$ cat src/rtl/cache_refill_ctrl_if.sv
// CPU, cache and RAM signal bundle for cache_refill_ctrl.
// The master modport is the controller side; slave is the CPU/cache/RAM environment.
interface cache_refill_ctrl_if #(
    parameter int RAM_ADDRESS_BITS = 10,
    parameter int DATA_BITS        = 32
);
    logic [RAM_ADDRESS_BITS-1:0] cpu_address;
    logic                        cpu_read_en;
    logic                        cpu_write_en;
    logic [DATA_BITS-1:0]        cpu_write_data;
    logic                        cpu_ready;
    logic [DATA_BITS-1:0]        cpu_read_data;
    logic                        cpu_valid;

    logic [RAM_ADDRESS_BITS-1:0] cache_address;
    logic                        cache_read_en;
    logic                        cache_write_en;
    logic [DATA_BITS-1:0]        cache_write_data;
    logic [DATA_BITS-1:0]        cache_read_data;
    logic                        cache_valid;
    logic                        cache_miss;

    logic [RAM_ADDRESS_BITS-1:0] ram_address;
    logic                        ram_read_en;
    logic [DATA_BITS-1:0]        ram_read_data;
    logic                        ram_read_valid;
    logic                        ram_write_en;
    logic [DATA_BITS-1:0]        ram_write_data;
    logic                        ram_ready;

    modport master (
        input  cpu_address, cpu_read_en, cpu_write_en, cpu_write_data,
        output cpu_ready, cpu_read_data, cpu_valid,
        output cache_address, cache_read_en, cache_write_en, cache_write_data,
        input  cache_read_data, cache_valid, cache_miss,
        output ram_address, ram_read_en, ram_write_en, ram_write_data,
        input  ram_read_data, ram_read_valid, ram_ready
    );

    modport slave (
        output cpu_address, cpu_read_en, cpu_write_en, cpu_write_data,
        input  cpu_ready, cpu_read_data, cpu_valid,
        input  cache_address, cache_read_en, cache_write_en, cache_write_data,
        output cache_read_data, cache_valid, cache_miss,
        input  ram_address, ram_read_en, ram_write_en, ram_write_data,
        output ram_read_data, ram_read_valid, ram_ready
    );
endinterface

$ cat src/rtl/cache_refill_ctrl.sv
// Cache refill sequencer: one CPU access at a time, block refill on read miss, write-through writes.
// Define CACHE_REFILL_CTRL_PERF_EN to add saturating perf_hits/perf_misses/perf_writes counters.
module cache_refill_ctrl #(
    parameter int RAM_ADDRESS_BITS = 10,
    parameter int DATA_BITS        = 32,
    parameter int BLOCK_BITS       = 2
) (
    input  logic        clk,
    input  logic        reset,
`ifdef CACHE_REFILL_CTRL_PERF_EN
    output logic [31:0] perf_hits,
    output logic [31:0] perf_misses,
    output logic [31:0] perf_writes,
`endif
    cache_refill_ctrl_if.master bus
);

    localparam logic [3:0] S_IDLE        = 4'd0;
    localparam logic [3:0] S_LOOKUP      = 4'd1;
    localparam logic [3:0] S_CHECK       = 4'd2;
    localparam logic [3:0] S_REFILL_REQ  = 4'd3;
    localparam logic [3:0] S_REFILL_WAIT = 4'd4;
    localparam logic [3:0] S_REPLAY      = 4'd5;
    localparam logic [3:0] S_WRITE       = 4'd6;
    localparam logic [3:0] S_WRITE_RAM   = 4'd7;
    localparam logic [3:0] S_RESPOND     = 4'd8;

    logic [3:0]                  state_q,     state_d;
    logic [RAM_ADDRESS_BITS-1:0] addr_q,      addr_d;
    logic [DATA_BITS-1:0]        writeData_q, writeData_d;
    logic [DATA_BITS-1:0]        readData_q,  readData_d;
    logic [BLOCK_BITS-1:0]       wordCount_q, wordCount_d;
    logic [RAM_ADDRESS_BITS-1:0] refillAddr;

    assign refillAddr = {addr_q[RAM_ADDRESS_BITS-1:BLOCK_BITS], wordCount_q};

    // Write wins over read when both are requested; the read is simply dropped.
    always_comb begin
        state_d     = state_q;
        addr_d      = addr_q;
        writeData_d = writeData_q;
        readData_d  = readData_q;
        wordCount_d = wordCount_q;
        case (state_q)
            S_IDLE: begin
                if (bus.cpu_write_en) begin
                    addr_d      = bus.cpu_address;
                    writeData_d = bus.cpu_write_data;
                    readData_d  = '0;
                    state_d     = S_WRITE;
                end else if (bus.cpu_read_en) begin
                    addr_d     = bus.cpu_address;
                    readData_d = '0;
                    state_d    = S_LOOKUP;
                end
            end
            S_LOOKUP, S_REPLAY: state_d = S_CHECK;
            S_CHECK: begin
                if (bus.cache_valid) begin
                    readData_d = bus.cache_read_data;
                    state_d    = S_RESPOND;
                end else if (bus.cache_miss) begin
                    wordCount_d = '0;
                    state_d     = S_REFILL_REQ;
                end else begin
                    state_d = S_LOOKUP;
                end
            end
            S_REFILL_REQ: state_d = S_REFILL_WAIT;
            S_REFILL_WAIT: begin
                if (bus.ram_read_valid) begin
                    if (wordCount_q == '1) begin
                        state_d = S_REPLAY;
                    end else begin
                        wordCount_d = wordCount_q + 1'b1;
                        state_d     = S_REFILL_REQ;
                    end
                end
            end
            S_WRITE:     state_d = S_WRITE_RAM;
            S_WRITE_RAM: if (bus.ram_ready) state_d = S_RESPOND;
            S_RESPOND:   state_d = S_IDLE;
            default:     state_d = S_IDLE;
        endcase
    end

    always_ff @(posedge clk) begin
        if (reset) begin
            state_q     <= S_IDLE;
            addr_q      <= '0;
            writeData_q <= '0;
            readData_q  <= '0;
            wordCount_q <= '0;
        end else begin
            state_q     <= state_d;
            addr_q      <= addr_d;
            writeData_q <= writeData_d;
            readData_q  <= readData_d;
            wordCount_q <= wordCount_d;
        end
    end

    always_comb begin
        bus.cpu_ready        = 1'b0;
        bus.cpu_valid        = 1'b0;
        bus.cpu_read_data    = '0;
        bus.cache_address    = '0;
        bus.cache_read_en    = 1'b0;
        bus.cache_write_en   = 1'b0;
        bus.cache_write_data = '0;
        bus.ram_address      = '0;
        bus.ram_read_en      = 1'b0;
        bus.ram_write_en     = 1'b0;
        bus.ram_write_data   = '0;
        case (state_q)
            S_IDLE: bus.cpu_ready = 1'b1;
            S_LOOKUP, S_REPLAY: begin
                bus.cache_read_en = 1'b1;
                bus.cache_address = addr_q;
            end
            S_REFILL_REQ: begin
                bus.ram_read_en = 1'b1;
                bus.ram_address = refillAddr;
            end
            S_REFILL_WAIT: begin
                if (bus.ram_read_valid) begin
                    bus.cache_write_en   = 1'b1;
                    bus.cache_address    = refillAddr;
                    bus.cache_write_data = bus.ram_read_data;
                end
            end
            S_WRITE: begin
                bus.cache_write_en   = 1'b1;
                bus.cache_address    = addr_q;
                bus.cache_write_data = writeData_q;
            end
            S_WRITE_RAM: begin
                bus.ram_write_en   = 1'b1;
                bus.ram_address    = addr_q;
                bus.ram_write_data = writeData_q;
            end
            S_RESPOND: begin
                bus.cpu_valid     = 1'b1;
                bus.cpu_read_data = readData_q;
            end
            default: ;
        endcase
    end

`ifdef CACHE_REFILL_CTRL_PERF_EN
    logic replay_q;

    // A hit seen in the CHECK after a replay is the tail of a miss, so it is not counted.
    always_ff @(posedge clk) begin
        if (reset) begin
            replay_q    <= 1'b0;
            perf_hits   <= '0;
            perf_misses <= '0;
            perf_writes <= '0;
        end else begin
            if (state_q == S_REPLAY) replay_q <= 1'b1;
            else if (state_q == S_IDLE) replay_q <= 1'b0;
            if (state_q == S_CHECK && bus.cache_valid && !replay_q && perf_hits != '1)
                perf_hits <= perf_hits + 1'b1;
            if (state_q == S_CHECK && !bus.cache_valid && bus.cache_miss && perf_misses != '1)
                perf_misses <= perf_misses + 1'b1;
            if (state_q == S_WRITE && perf_writes != '1)
                perf_writes <= perf_writes + 1'b1;
        end
    end
`endif

endmodule

$ cat src/flat_wrapper.sv
// flat-port wrapper written by rule: the top's interface ports become plain ports
module cache_refill_ctrl_flat 
#(
    parameter int RAM_ADDRESS_BITS = 10,
    parameter int DATA_BITS        = 32,
    parameter int BLOCK_BITS       = 2
)
  (clk, reset, bus_cpu_address, bus_cpu_read_en, bus_cpu_write_en, bus_cpu_write_data, bus_cpu_ready, bus_cpu_read_data, bus_cpu_valid, bus_cache_address, bus_cache_read_en, bus_cache_write_en, bus_cache_write_data, bus_cache_read_data, bus_cache_valid, bus_cache_miss, bus_ram_address, bus_ram_read_en, bus_ram_write_en, bus_ram_write_data, bus_ram_read_data, bus_ram_read_valid, bus_ram_ready);
  cache_refill_ctrl_if #(.RAM_ADDRESS_BITS(RAM_ADDRESS_BITS), .DATA_BITS(DATA_BITS)) bus_i ();
  input  logic clk;
  input  logic reset;
  input wire logic [$bits(bus_i.cpu_address)-1:0] bus_cpu_address;
  input wire logic [$bits(bus_i.cpu_read_en)-1:0] bus_cpu_read_en;
  input wire logic [$bits(bus_i.cpu_write_en)-1:0] bus_cpu_write_en;
  input wire logic [$bits(bus_i.cpu_write_data)-1:0] bus_cpu_write_data;
  output wire logic [$bits(bus_i.cpu_ready)-1:0] bus_cpu_ready;
  output wire logic [$bits(bus_i.cpu_read_data)-1:0] bus_cpu_read_data;
  output wire logic [$bits(bus_i.cpu_valid)-1:0] bus_cpu_valid;
  output wire logic [$bits(bus_i.cache_address)-1:0] bus_cache_address;
  output wire logic [$bits(bus_i.cache_read_en)-1:0] bus_cache_read_en;
  output wire logic [$bits(bus_i.cache_write_en)-1:0] bus_cache_write_en;
  output wire logic [$bits(bus_i.cache_write_data)-1:0] bus_cache_write_data;
  input wire logic [$bits(bus_i.cache_read_data)-1:0] bus_cache_read_data;
  input wire logic [$bits(bus_i.cache_valid)-1:0] bus_cache_valid;
  input wire logic [$bits(bus_i.cache_miss)-1:0] bus_cache_miss;
  output wire logic [$bits(bus_i.ram_address)-1:0] bus_ram_address;
  output wire logic [$bits(bus_i.ram_read_en)-1:0] bus_ram_read_en;
  output wire logic [$bits(bus_i.ram_write_en)-1:0] bus_ram_write_en;
  output wire logic [$bits(bus_i.ram_write_data)-1:0] bus_ram_write_data;
  input wire logic [$bits(bus_i.ram_read_data)-1:0] bus_ram_read_data;
  input wire logic [$bits(bus_i.ram_read_valid)-1:0] bus_ram_read_valid;
  input wire logic [$bits(bus_i.ram_ready)-1:0] bus_ram_ready;
  assign bus_i.cpu_address = bus_cpu_address;
  assign bus_i.cpu_read_en = bus_cpu_read_en;
  assign bus_i.cpu_write_en = bus_cpu_write_en;
  assign bus_i.cpu_write_data = bus_cpu_write_data;
  assign bus_cpu_ready = bus_i.cpu_ready;
  assign bus_cpu_read_data = bus_i.cpu_read_data;
  assign bus_cpu_valid = bus_i.cpu_valid;
  assign bus_cache_address = bus_i.cache_address;
  assign bus_cache_read_en = bus_i.cache_read_en;
  assign bus_cache_write_en = bus_i.cache_write_en;
  assign bus_cache_write_data = bus_i.cache_write_data;
  assign bus_i.cache_read_data = bus_cache_read_data;
  assign bus_i.cache_valid = bus_cache_valid;
  assign bus_i.cache_miss = bus_cache_miss;
  assign bus_ram_address = bus_i.ram_address;
  assign bus_ram_read_en = bus_i.ram_read_en;
  assign bus_ram_write_en = bus_i.ram_write_en;
  assign bus_ram_write_data = bus_i.ram_write_data;
  assign bus_i.ram_read_data = bus_ram_read_data;
  assign bus_i.ram_read_valid = bus_ram_read_valid;
  assign bus_i.ram_ready = bus_ram_ready;
  cache_refill_ctrl #(.RAM_ADDRESS_BITS(RAM_ADDRESS_BITS), .DATA_BITS(DATA_BITS), .BLOCK_BITS(BLOCK_BITS)) u_core (.clk(clk), .reset(reset), .bus(bus_i));
endmodule
$ cat config.mk
export PLATFORM = sky130hd
export DESIGN_NAME = cache_refill_ctrl_flat
export DESIGN_NICKNAME = d
export VERILOG_FILES = /design/src/rtl/cache_refill_ctrl_if.sv /design/src/rtl/cache_refill_ctrl.sv /design/src/flat_wrapper.sv
export SDC_FILE = /design/constraint.sdc
export NUM_CORES = 1
export LEC_CHECK = 0
export BUFFER_PORTS_ARGS = -buffer_cell sky130_fd_sc_hd__buf_2
export CAP_MARGIN = 20
export CORE_ASPECT_RATIO = 0.5
export CORE_MARGIN = 2
export CORE_UTILIZATION = 40
export DETAILED_ROUTE_END_ITERATION = 7
export MAX_ROUTING_LAYER = met4
export PLACE_DENSITY_LB_ADDON = 0.05
export SLEW_MARGIN = 20
export SYNTH_ARGS = -nofsm -noshare
export SYNTH_HDL_FRONTEND = slang
export SYNTH_SLANG_ARGS = --single-unit
$ cat constraint.sdc
create_clock -name clk -period 1.7 [get_ports clk]
set_input_delay 0.085 -clock clk [delete_from_list [all_inputs] [get_ports clk]]
set_output_delay 0.085 -clock clk [all_outputs]
set_load 0.01 [all_outputs]
==> metrics.cfg <==
[outcome]
outcome=finished, violations left
violations=setup timing

[floorplan]
dieArea_sq_mm=0.0112
ios=236
dieHeight_um=75.8
dieWidth_um=148
start_util=0.408
row_count=26
fp.coreArea_sq_mm=0.0101

[final_layout]
drive_gt1_frac=0.489
nets=988
finish.utilization=0.770
layout.cells.non_filler=1018
areaGrowthSynthToFinish_pct=88.8
antenna_cells=0

[detailed_routing]
drc_errors=0
first_pass_iters=6
final_antenna_net_count=0
drt_iter0_markers=274
via_count=5328
wl_um=17300
wire_per_inst_um=17.0
avgViaCountPerCell=5.23

[place]
gp_congestion=0.821
post-place-cells=917
pre_cts_slack_ps=-11.0
dpl.hpwl_um=9060
port_buffers=235

[power]
clkPwrFrac=0.238
p_leak_nw=3.62
power_mw=9.32
p_int_mw=5.84
peakVddDrop_v=0.000807
p_sw_frac=0.374
switchingPower_mw=3.48
p_comb_frac=0.497
power_frac_seq=0.265
p_per_area_mw_per_mm2=1200

[critical_path]
worstSetupStartpointType=register
arrival_ps=1870
cp_max_fo=14
critPathCaptureType=primary output
required_ps=1620
worstSetupPathType=reg -> out
rr_worst_depth=6

[sta]
setup_viol=149
rsz0062_at_grt=true
finalHoldViolations=0
skew_ps=7.16
finalWorstSetupSlack_ps=-254
tightest_slew_ps=479
slew_violations=0
post-route-period-util=1.15
fin_crit_ps=1950
fmax_ghz=0.512
slew_headroom=0.681

[min_path]
holdPathStages=3
hold_class=in -> reg

[synthesis]
synth-seq-cells=80
yosys.area.top_type_share=0.388
synthArstFlopShare=0
avgSynthCellArea_sq_um=7.31
synth_area_sq_mm=0.00413
ys_warn_count=0
yosysMostFrequentCell=nand2_1
synth.top_cells.by_count=nand2_1 (124), a21oi_1 (82), dfxtp_1 (80)
synth_seq_area_share=0.388
syn_nets=679
syn_inst=564
yosys_most_used_dff=dfxtp_1
synth_edf_count=0
synth.distinct_cells=41
synth_top_area_cell=dfxtp_1
synth_area_leaders=dfxtp_1 (39%), and2_1 (12%), nand2_1 (11%), a21oi_1 (9.9%), a22oi_1 (6.0%)

[global_route]
grt_max_degree=34
grt_use_total=0.251
grt_pass1_wl_um=21700
antenna_found_initial=0
grt_pass1_vias=4428
gr-total-overflow=0

[clocking]
cts_inserted_buffers=9
clk_latency_ps=330
clkSinkCount=80
root_buffer=clkbuf_16
cts_tree=built
cts_buffer_depth=2
htree_levels=3
clk_pin_slew_ps=60

[job]
drv_cap=0

==> timing repair <==
item	4_1_cts	5_1_grt
gates resized for setup	28	176
setup buffers	5	8
endpoints found under the setup margin	150	186
hold buffers	56	0
pin swaps	6	94
hold endpoints to repair	56	0
gates cloned	4	14
==> metrics by stage <==
stage	instance area (sq um)	TNS [ps]	hold WS (ps)
floorplan	4130	0	221
global placement	5580	0	325
detailed placement	5580	-50.3	331
CTS	6750	-13650	0.534
global route	7790	-32190	9.56
finish	7790	-22560	6.04
==> path summary, 6_finish.rpt <==
kind,slack (ps),endpoint,from
worst max-delay path,-250,bus_cpu_read_data[9],u_core.state_q[1]$_SDFFE_PP0P_
worst min-delay path,6,u_core.addr_q[0]$_SDFFE_PP0P_,bus_cpu_address[0]
worst max register to register,-180,u_core.readData_q[6]$_SDFFE_PP0P_,u_core.state_q[1]$_SDFFE_PP0P_
worst min register to register,450,u_core.readData_q[20]$_SDFFE_PP0P_,u_core.readData_q[20]$_SDFFE_PP0P_
==> cells in the final DEF (no fill, tap or decap), types with 2 or more instances in the layout <==
| master | count |
|---|---|
| a21oi_1 | 51 |
| a21oi_2 | 31 |
| a22o_1 | 2 |
| a22oi_1 | 17 |
| a22oi_2 | 16 |
| and2_1 | 53 |
| and2_4 | 23 |
| and3_1 | 4 |
| and3_4 | 4 |
| buf_12 | 13 |
| buf_2 | 208 |
| buf_4 | 16 |
| buf_6 | 41 |
| bufbuf_16 | 2 |
| bufinv_16 | 3 |
| clkbuf_1 | 2 |
| clkbuf_16 | 20 |
| clkinvlp_4 | 2 |
| dfxtp_1 | 76 |
| dfxtp_2 | 4 |
| dlygate4sd3_1 | 56 |
| inv_1 | 3 |
| mux2i_1 | 3 |
| nand2_1 | 94 |
| nand2_2 | 2 |
| nand2_4 | 28 |
| nand3_1 | 32 |
| nor2_1 | 36 |
| nor2_2 | 2 |
| nor2b_4 | 2 |
| nor4b_1 | 2 |
| nor4b_4 | 2 |
| o211ai_1 | 3 |
| o21ai_1 | 2 |
==> layout make-up <==
type / count / area (sq um)
Fill cell: 719 / 2330
Tap cell: 140 / 175
Inverter: 5 / 21.3
Clock inverter: 5 / 105
Multi-Input combinational cell: 429 / 2840
Clock buffer: 11 / 233
Sequential cell: 80 / 1610
Timing Repair Buffer: 348 / 2810
==> cells by family (layout without fill, tap and decap cells) <==
group,after synthesis,in the layout,synth area share
xor+xnor,1,1,0.00212
compound gates,130,130,0.192
mux,3,3,0.00728
simple gates,294,294,0.346
buf+inv,55,369,0.0616
fa+ha+maj,1,1,0.00303
flops,80,80,0.388
==> registers in the layout (all words and copies together) (netlist names) <==
register,count
u_core.wordCount_q,2
u_core.state_q,4
u_core.addr_q,10
u_core.writeData_q,32
u_core.readData_q,32
==> worst max-delay path, cell delays in order, from the launching register on <==
cell and delay (ps):
dfxtp_2 320, buf_6 130, buf_12 150, nor4b_4 270, buf_6 180, clkbuf_16 150
and2_1 160, buf_2 150
==> routing by layer <==
layer  share of wire  track usage  up-vias
li1                -            -     2521
met1            0.40        0.313     2490
met2            0.49        0.425      280
met3           0.089       0.0491       37
met4           0.016       0.0652        0
met5               0            -        -
==> power groups by stage <==
stage          Combinational [mW]  Sequential (mW)  Clock (mW)
2_1_floorplan                1.82             2.37           0
3_3_place_gp                 2.80             2.42           0
3_5_place_dp                 2.82             2.43           0
4_1_cts                      3.39             2.41        2.23
5_1_grt                      4.94             2.51        2.32
6_report                     4.63             2.47        2.22
Note: power is estimated with default switching activity, not from simulation.
